==> src/rtl/alu_pkg.sv <==
// alu_pkg: shared opcode encodings, default datapath width and sequencer FSM states
package alu_pkg;
   localparam int ALU_DATA_W = 4;
   localparam logic [2:0] ALU_NOP  = 3'd0;
   localparam logic [2:0] ALU_AND  = 3'd1;
   localparam logic [2:0] ALU_OR   = 3'd2;
   localparam logic [2:0] ALU_PASS = 3'd3;
   localparam logic [2:0] ALU_ADD  = 3'd4;
   localparam logic [2:0] ALU_SUB  = 3'd5;
   localparam logic [2:0] ALU_SHR  = 3'd6;
   localparam logic [2:0] ALU_SHL  = 3'd7;
   typedef enum logic [1:0] {ST_IDLE, ST_WAIT, ST_RESP} seq_state_t;
endpackage

==> src/rtl/alu_cmd_fifo.sv <==
// alu_cmd_fifo: synchronous command FIFO; pointers carry a wrap bit to tell full from empty
module alu_cmd_fifo #(
   parameter int WIDTH = 11,
   parameter int DEPTH = 4
) (
   input  logic             clk,
   input  logic             reset,
   input  logic             push,
   input  logic [WIDTH-1:0] din,
   input  logic             pop,
   output logic [WIDTH-1:0] dout,
   output logic             full,
   output logic             empty
);
   localparam int AW = $clog2(DEPTH);
   logic [AW:0] wr_ptr, rd_ptr;
   logic [WIDTH-1:0] mem [DEPTH];
   always_ff @(posedge clk or negedge reset)
      if (!reset) begin
         wr_ptr <= '0;
         rd_ptr <= '0;
      end else begin
         if (push) wr_ptr <= wr_ptr + 1'b1;
         if (pop) rd_ptr <= rd_ptr + 1'b1;
      end
   always_ff @(posedge clk)
      if (push) mem[wr_ptr[AW-1:0]] <= din;
   assign dout  = mem[rd_ptr[AW-1:0]];
   assign empty = wr_ptr == rd_ptr;
   assign full  = (wr_ptr[AW] != rd_ptr[AW]) && (wr_ptr[AW-1:0] == rd_ptr[AW-1:0]);
endmodule

==> src/rtl/alu_cmd_sequencer.sv <==
// alu_cmd_sequencer: queues ALU commands, issues them one at a time to a registered ALU,
// waits out its latency and returns result/flags on a valid/ready response channel.
module alu_cmd_sequencer
   import alu_pkg::*;
#(
   parameter int DATA_W     = ALU_DATA_W,
   parameter int FIFO_DEPTH = 4,
   parameter int ALU_LAT    = 1
) (
   input  logic              clk,
   input  logic              reset,
   input  logic              cmd_valid,
   output logic              cmd_ready,
   input  logic [2:0]        cmd_opcode,
   input  logic [DATA_W-1:0] cmd_src_a,
   input  logic [DATA_W-1:0] cmd_src_b,
   output logic              rsp_valid,
   input  logic              rsp_ready,
   output logic [DATA_W-1:0] rsp_result,
   output logic              rsp_zero,
   output logic              rsp_overflow,
   output logic [2:0]        alu_opcode,
   output logic [DATA_W-1:0] alu_src_a,
   output logic [DATA_W-1:0] alu_src_b,
   input  logic [DATA_W-1:0] alu_result,
   input  logic              alu_zero,
   input  logic              alu_overflow,
   input  logic              clr_stats,
   output logic [7:0]        ovf_count,
   output logic              busy
);
   localparam int EW = 3 + 2 * DATA_W;
   localparam int CW = $clog2(ALU_LAT + 1);
   seq_state_t state, state_nx;
   logic [CW-1:0] wait_cnt;
   logic [EW-1:0] head;
   logic full, empty, push, pop, capture;
   assign cmd_ready = !full;
   assign push      = cmd_valid && !full;
   assign busy      = !empty || state != ST_IDLE;
   alu_cmd_fifo #(.WIDTH(EW), .DEPTH(FIFO_DEPTH)) u_fifo (
      .clk   (clk),
      .reset (reset),
      .push  (push),
      .din   ({cmd_opcode, cmd_src_a, cmd_src_b}),
      .pop   (pop),
      .dout  (head),
      .full  (full),
      .empty (empty)
   );
   always_comb begin
      state_nx = state;
      pop      = 1'b0;
      capture  = 1'b0;
      case (state)
         ST_IDLE: begin
            pop      = !empty;
            state_nx = empty ? ST_IDLE : ST_WAIT;
         end
         ST_WAIT: begin
            capture  = wait_cnt == '0;
            state_nx = capture ? ST_RESP : ST_WAIT;
         end
         ST_RESP: begin
            pop      = rsp_ready && !empty;
            state_nx = !rsp_ready ? ST_RESP : empty ? ST_IDLE : ST_WAIT;
         end
         default: state_nx = ST_IDLE;
      endcase
   end
   always_ff @(posedge clk or negedge reset)
      if (!reset) begin
         state        <= ST_IDLE;
         wait_cnt     <= '0;
         alu_opcode   <= '0;
         alu_src_a    <= '0;
         alu_src_b    <= '0;
         rsp_valid    <= 1'b0;
         rsp_result   <= '0;
         rsp_zero     <= 1'b0;
         rsp_overflow <= 1'b0;
         ovf_count    <= '0;
      end else begin
         state <= state_nx;
         if (pop) begin
            {alu_opcode, alu_src_a, alu_src_b} <= head;
            wait_cnt <= CW'(ALU_LAT);
         end else if (state == ST_WAIT && wait_cnt != '0) begin
            wait_cnt <= wait_cnt - 1'b1;
         end
         if (capture) begin
            rsp_valid    <= 1'b1;
            rsp_result   <= alu_result;
            rsp_zero     <= alu_zero;
            rsp_overflow <= alu_overflow;
         end else if (state == ST_RESP && rsp_ready) begin
            rsp_valid <= 1'b0;
         end
         // clear wins over a same-edge overflow capture
         if (clr_stats) ovf_count <= '0;
         else if (capture && alu_overflow && ovf_count != 8'hFF) ovf_count <= ovf_count + 1'b1;
      end
endmodule

==> config.mk <==
export PLATFORM = sky130hd
export DESIGN_NAME = alu_cmd_sequencer
export DESIGN_NICKNAME = d
export VERILOG_FILES = /design/src/rtl/alu_pkg.sv /design/src/rtl/alu_cmd_fifo.sv /design/src/rtl/alu_cmd_sequencer.sv
export SDC_FILE = /design/constraint.sdc
export NUM_CORES = 1
export LEC_CHECK = 0
export ABC_AREA = 1
export CAP_MARGIN = 10
export CORE_UTILIZATION = 29
export DETAILED_ROUTE_END_ITERATION = 8
export PLACE_DENSITY = 0.58
export SETUP_SLACK_MARGIN = 0.02
export SYNTH_ARGS = -nofsm -noshare
export SYNTH_HDL_FRONTEND = slang
export SYNTH_HIERARCHICAL = 1
export SYNTH_SLANG_ARGS = --single-unit
==> constraint.sdc <==
create_clock -name clk -period 3.55 [get_ports clk]
set_clock_uncertainty 0.2 [all_clocks]
set_input_delay 0.5325 -clock clk [delete_from_list [all_inputs] [get_ports clk]]
set_output_delay 0.5325 -clock clk [all_outputs]
set_load 0.01 [all_outputs]
==> impl_metrics.py <==
metrics = {
    "synth": {
        "synth_cell_types": 25,
        "syn_nets": 369,
        "ys_seq_area_share_pct": 63.0,
        "synth_warnings": 6,
        "synth_area_per_cell_um2": 10.2,
        "ys_seq_elements": 79,
        "syn_inst": 341,
        "synth_area_um2": 3490,
    },
    "pwr": {
        "internal_power_mw": 2.43,
        "seqPwrFrac_pct": 38.8,
        "switchingPower_mw": 1.27,
        "swShare_pct": 34.4,
        "leakagePower_nw": 1.92,
        "clock_power_share_pct": 27.1,
        "comb_power_share_pct": 34.2,
        "p_per_area_nw_per_um2": 840,
        "irDropWorstVdd_mv": 0.277,
    },
    "setup_path": {
        "max_stage_delay_ns": 0.54,
        "criticalPathCategory": "flip-flop to primary output",
        "arrival_ns": 2.21,
        "critPathMaxFanout": 14,
        "worstReg2RegEnd": "u_fifo/mem[3][9]$_DFFE_PP_",
        "r2r_slack_ns": 0.89,
        "cp-start-kind": "flip-flop",
        "ff2ff_path_depth": 8,
        "end_kind": "primary output",
        "worstPathRequired_ns": 2.82,
        "crit_chain": "inv_1 -> nand2_1 -> nand2_1 -> nand2_1 -> nor2_1 -> nand2_1 -> clkdlybuf4s50_1",
        "worstReg2RegStart": "u_fifo/rd_ptr[1]$_DFFE_PN0P_",
        "crit_top_cell": "nand2_1",
        "crit_slowest_cell": "dfrtp_1",
        "cp-startpoint": "u_fifo/rd_ptr[1]$_DFFE_PN0P_",
    },
    "route": {
        "vias": 2312,
        "antenna_left": 0,
        "m1WireLength_um": 3290,
        "via_per_inst": 4.29,
        "drt_iter0_markers": 214,
        "routedWlPerCell_um": 12.4,
        "dr.max_layer_used": "met4",
        "routed-wl-met2_um": 2930,
        "drt_pass1_iterations": 6,
        "drc_errors": 7,
        "wl_um": 6660,
        "wl_met3_um": 421,
    },
    "timing": {
        "period_needed_ns": 2.95,
        "tightest_slew_ns": 0.457,
        "finalCritPeriodShare_pct": 83.0,
        "setup_slack_ns": 0.605,
        "drv_slew": 0,
        "fin_tns_setup_ns": 0,
        "timing.fmax_mhz": 340,
        "relSlewSlack_pct": 69.5,
        "hold_viol": 0,
        "grt_setup_unrepaired": "no",
        "setup_violations": 0,
    },
    "clock_tree": {
        "cts.clk_slew.worst_paths_ns": 0.06,
        "tritoncts": "yes",
        "clockBufferDepth": 2,
        "clock_sinks": 79,
        "post_cts_buffers": 0,
        "cts_root_buf": "clkbuf_16",
        "cts_buffers": 9,
        "cts_resized": 0,
        "postCtsHoldBufs": 0,
        "clk_latency_ns": 0.32,
        "htreeDepth": 3,
    },
    "global_routing": {
        "grt_pass1_wl_um": 11600,
        "grt_max_degree": 47,
        "antenna_found_initial": 0,
        "overflow": 0,
        "first_global_vias": 2337,
        "grt.total_usage_pct": 11.9,
    },
    "place": {
        "dp_hpwl_um": 4900,
        "post-place-ws_ns": 0.903,
        "io_buffers": 49,
        "place_congestion": 0.858,
    },
    "floorplanning": {
        "die_y_um": 112,
        "core_um2": 11600,
        "dieArea_um2": 12500,
        "row_count": 39,
        "die_x_um": 112,
        "ios": 50,
        "start_util_pct": 30.2,
    },
    "finish": {
        "antennaDiodeCount": 0,
        "nets": 419,
        "drive_gt1_share_pct": 7.07,
        "n_fill_cell": 1110,
        "regArea_um2": 2200,
        "area_growth_pct": 26.3,
        "final_util_pct": 38.1,
        "multi_input_area_um2": 1010,
    },
    "run_status": {
        "status": "complete, but fails checks",
        "failed_checks": "DRC",
    },
    "min_path": {
        "min_from": "rsp_result[0]$_DFFE_PN0N_",
        "whs_endpoint": "rsp_result[0]$_DFFE_PN0N_",
        "min_path_cells": 2,
        "hold_path.class": "flip-flop to flip-flop",
    },
    "job": {
        "max_cap_violations": 0,
    },
}
==> cell families after synthesis <==
logic type	after synthesis	synth area share, %
compound gates	39	7.64
xor+xnor	6	1.51
fa+ha+maj	6	2.15
buf+inv	61	8.14
flops	79	63.0
simple gates	150	17.6
==> metal layers <==
layer / global-route usage, % / vias up
met5: 0 / -
met4: 2.70 / 0
met3: 3.65 / 2
met2: 17.8 / 71
met1: 16.9 / 1044
li1: - / 1195
==> critical path, delay by kind of cell (launching register included) <==
kind | cells | cell delay (ns)
buffers and inverters | 2 | 0.86
flip-flops | 1 | 0.54
AND/OR/NAND/NOR | 5 | 0.49
==> registers in the layout (all words and copies together) (netlist names) <==
signal	count
state	2
u_fifo/mem	44
alu_src_b	4
alu_opcode	3
rsp_overflow	1
rsp_zero	1
alu_src_a	4
ovf_count	8
wait_cnt	1
u_fifo/wr_ptr	3
u_fifo/rd_ptr	3
rsp_result	4
rsp_valid	1
==> how the worst max path moves through the flow <==
stage | cells after the start | to | slack (ns)
2_1_floorplan | 8 | u_fifo/mem[3][0]$_DFFE_PP_ | 1.69
3_3_place_gp | 8 | u_fifo/mem[3][4]$_DFFE_PP_ | 0.95
3_5_place_dp | 8 | u_fifo/mem[3][4]$_DFFE_PP_ | 0.90
4_1_cts | 7 | busy | 0.55
5_1_grt | 7 | busy | 0.32
6_report | 7 | busy | 0.60
==> area by class of cell <==
class | instances | area share, %
clock inverters | 7 | 2.47
well taps | 143 | 4.06
inverters | 49 | 4.17
repair buffers | 51 | 11.5
flip-flops and latches | 79 | 49.9
multi-input cells | 201 | 22.9
clock buffers | 9 | 5.11
==> through the flow <==
| stage | cell area, um2 | power, mW | hold slack (ns) | cells |
|---|---|---|---|---|
| finish | 4410 | 3.70 | 0.278 | 539 |
| floorplan | 3490 | 2.33 | 0.0369 | 341 |
| global placement | 4070 | 2.71 | 0.259 | 523 |
| CTS | 4410 | 3.75 | 0.284 | 539 |
| global route | 4410 | 4.00 | 0.302 | 539 |
| detailed placement | 4070 | 2.73 | 0.269 | 523 |
==> power by group through the flow <==
stage | registers, mW | clock network (mW) | logic, mW
after global routing | 1.47 | 1.07 | 1.47
final | 1.43 | 1.00 | 1.27
after floorplan | 1.45 | 0 | 0.883
after global placement | 1.45 | 0 | 1.26
after detailed placement | 1.46 | 0 | 1.28
after CTS | 1.44 | 1.03 | 1.28
==> layout by cell type, fill, tap and decap left out, types with 2 or more instances in the layout <==
master	synthesis	layout
clkbuf_16	0	9
dfrtp_1	35	35
buf_4	1	2
a21oi_1	6	6
nand2_2	3	3
ha_1	6	6
nand2_4	2	2
xnor2_1	3	3
clkdlybuf4s50_1	0	49
edfxtp_1	44	44
inv_8	0	2
inv_1	48	48
o21ai_0	9	9
nand2_1	114	114
o211ai_1	21	21
inv_6	0	2
nand3_1	13	13
bufinv_16	0	2
nor2_1	15	15
xor2_1	3	3
==> synthesized netlist by cell type, drive strengths merged <==
| cell type | instances | area [um2] |
|---|---|---|
| a21oi | 6 | 30.0 |
| buf | 11 | 95.1 |
| clkbuf | 1 | 5.00 |
| dfrtp | 35 | 876 |
| edfxtp | 44 | 1320 |
| ha | 6 | 75.1 |
| inv | 49 | 184 |
| nand2 | 119 | 469 |
| nand3 | 13 | 65.1 |
| nor2 | 17 | 73.8 |
| nor3 | 1 | 5.00 |
| o211ai | 22 | 170 |
| o21ai | 11 | 66.3 |
| xnor2 | 3 | 26.3 |
| xor2 | 3 | 26.3 |
(Power assumes the default switching activity.)
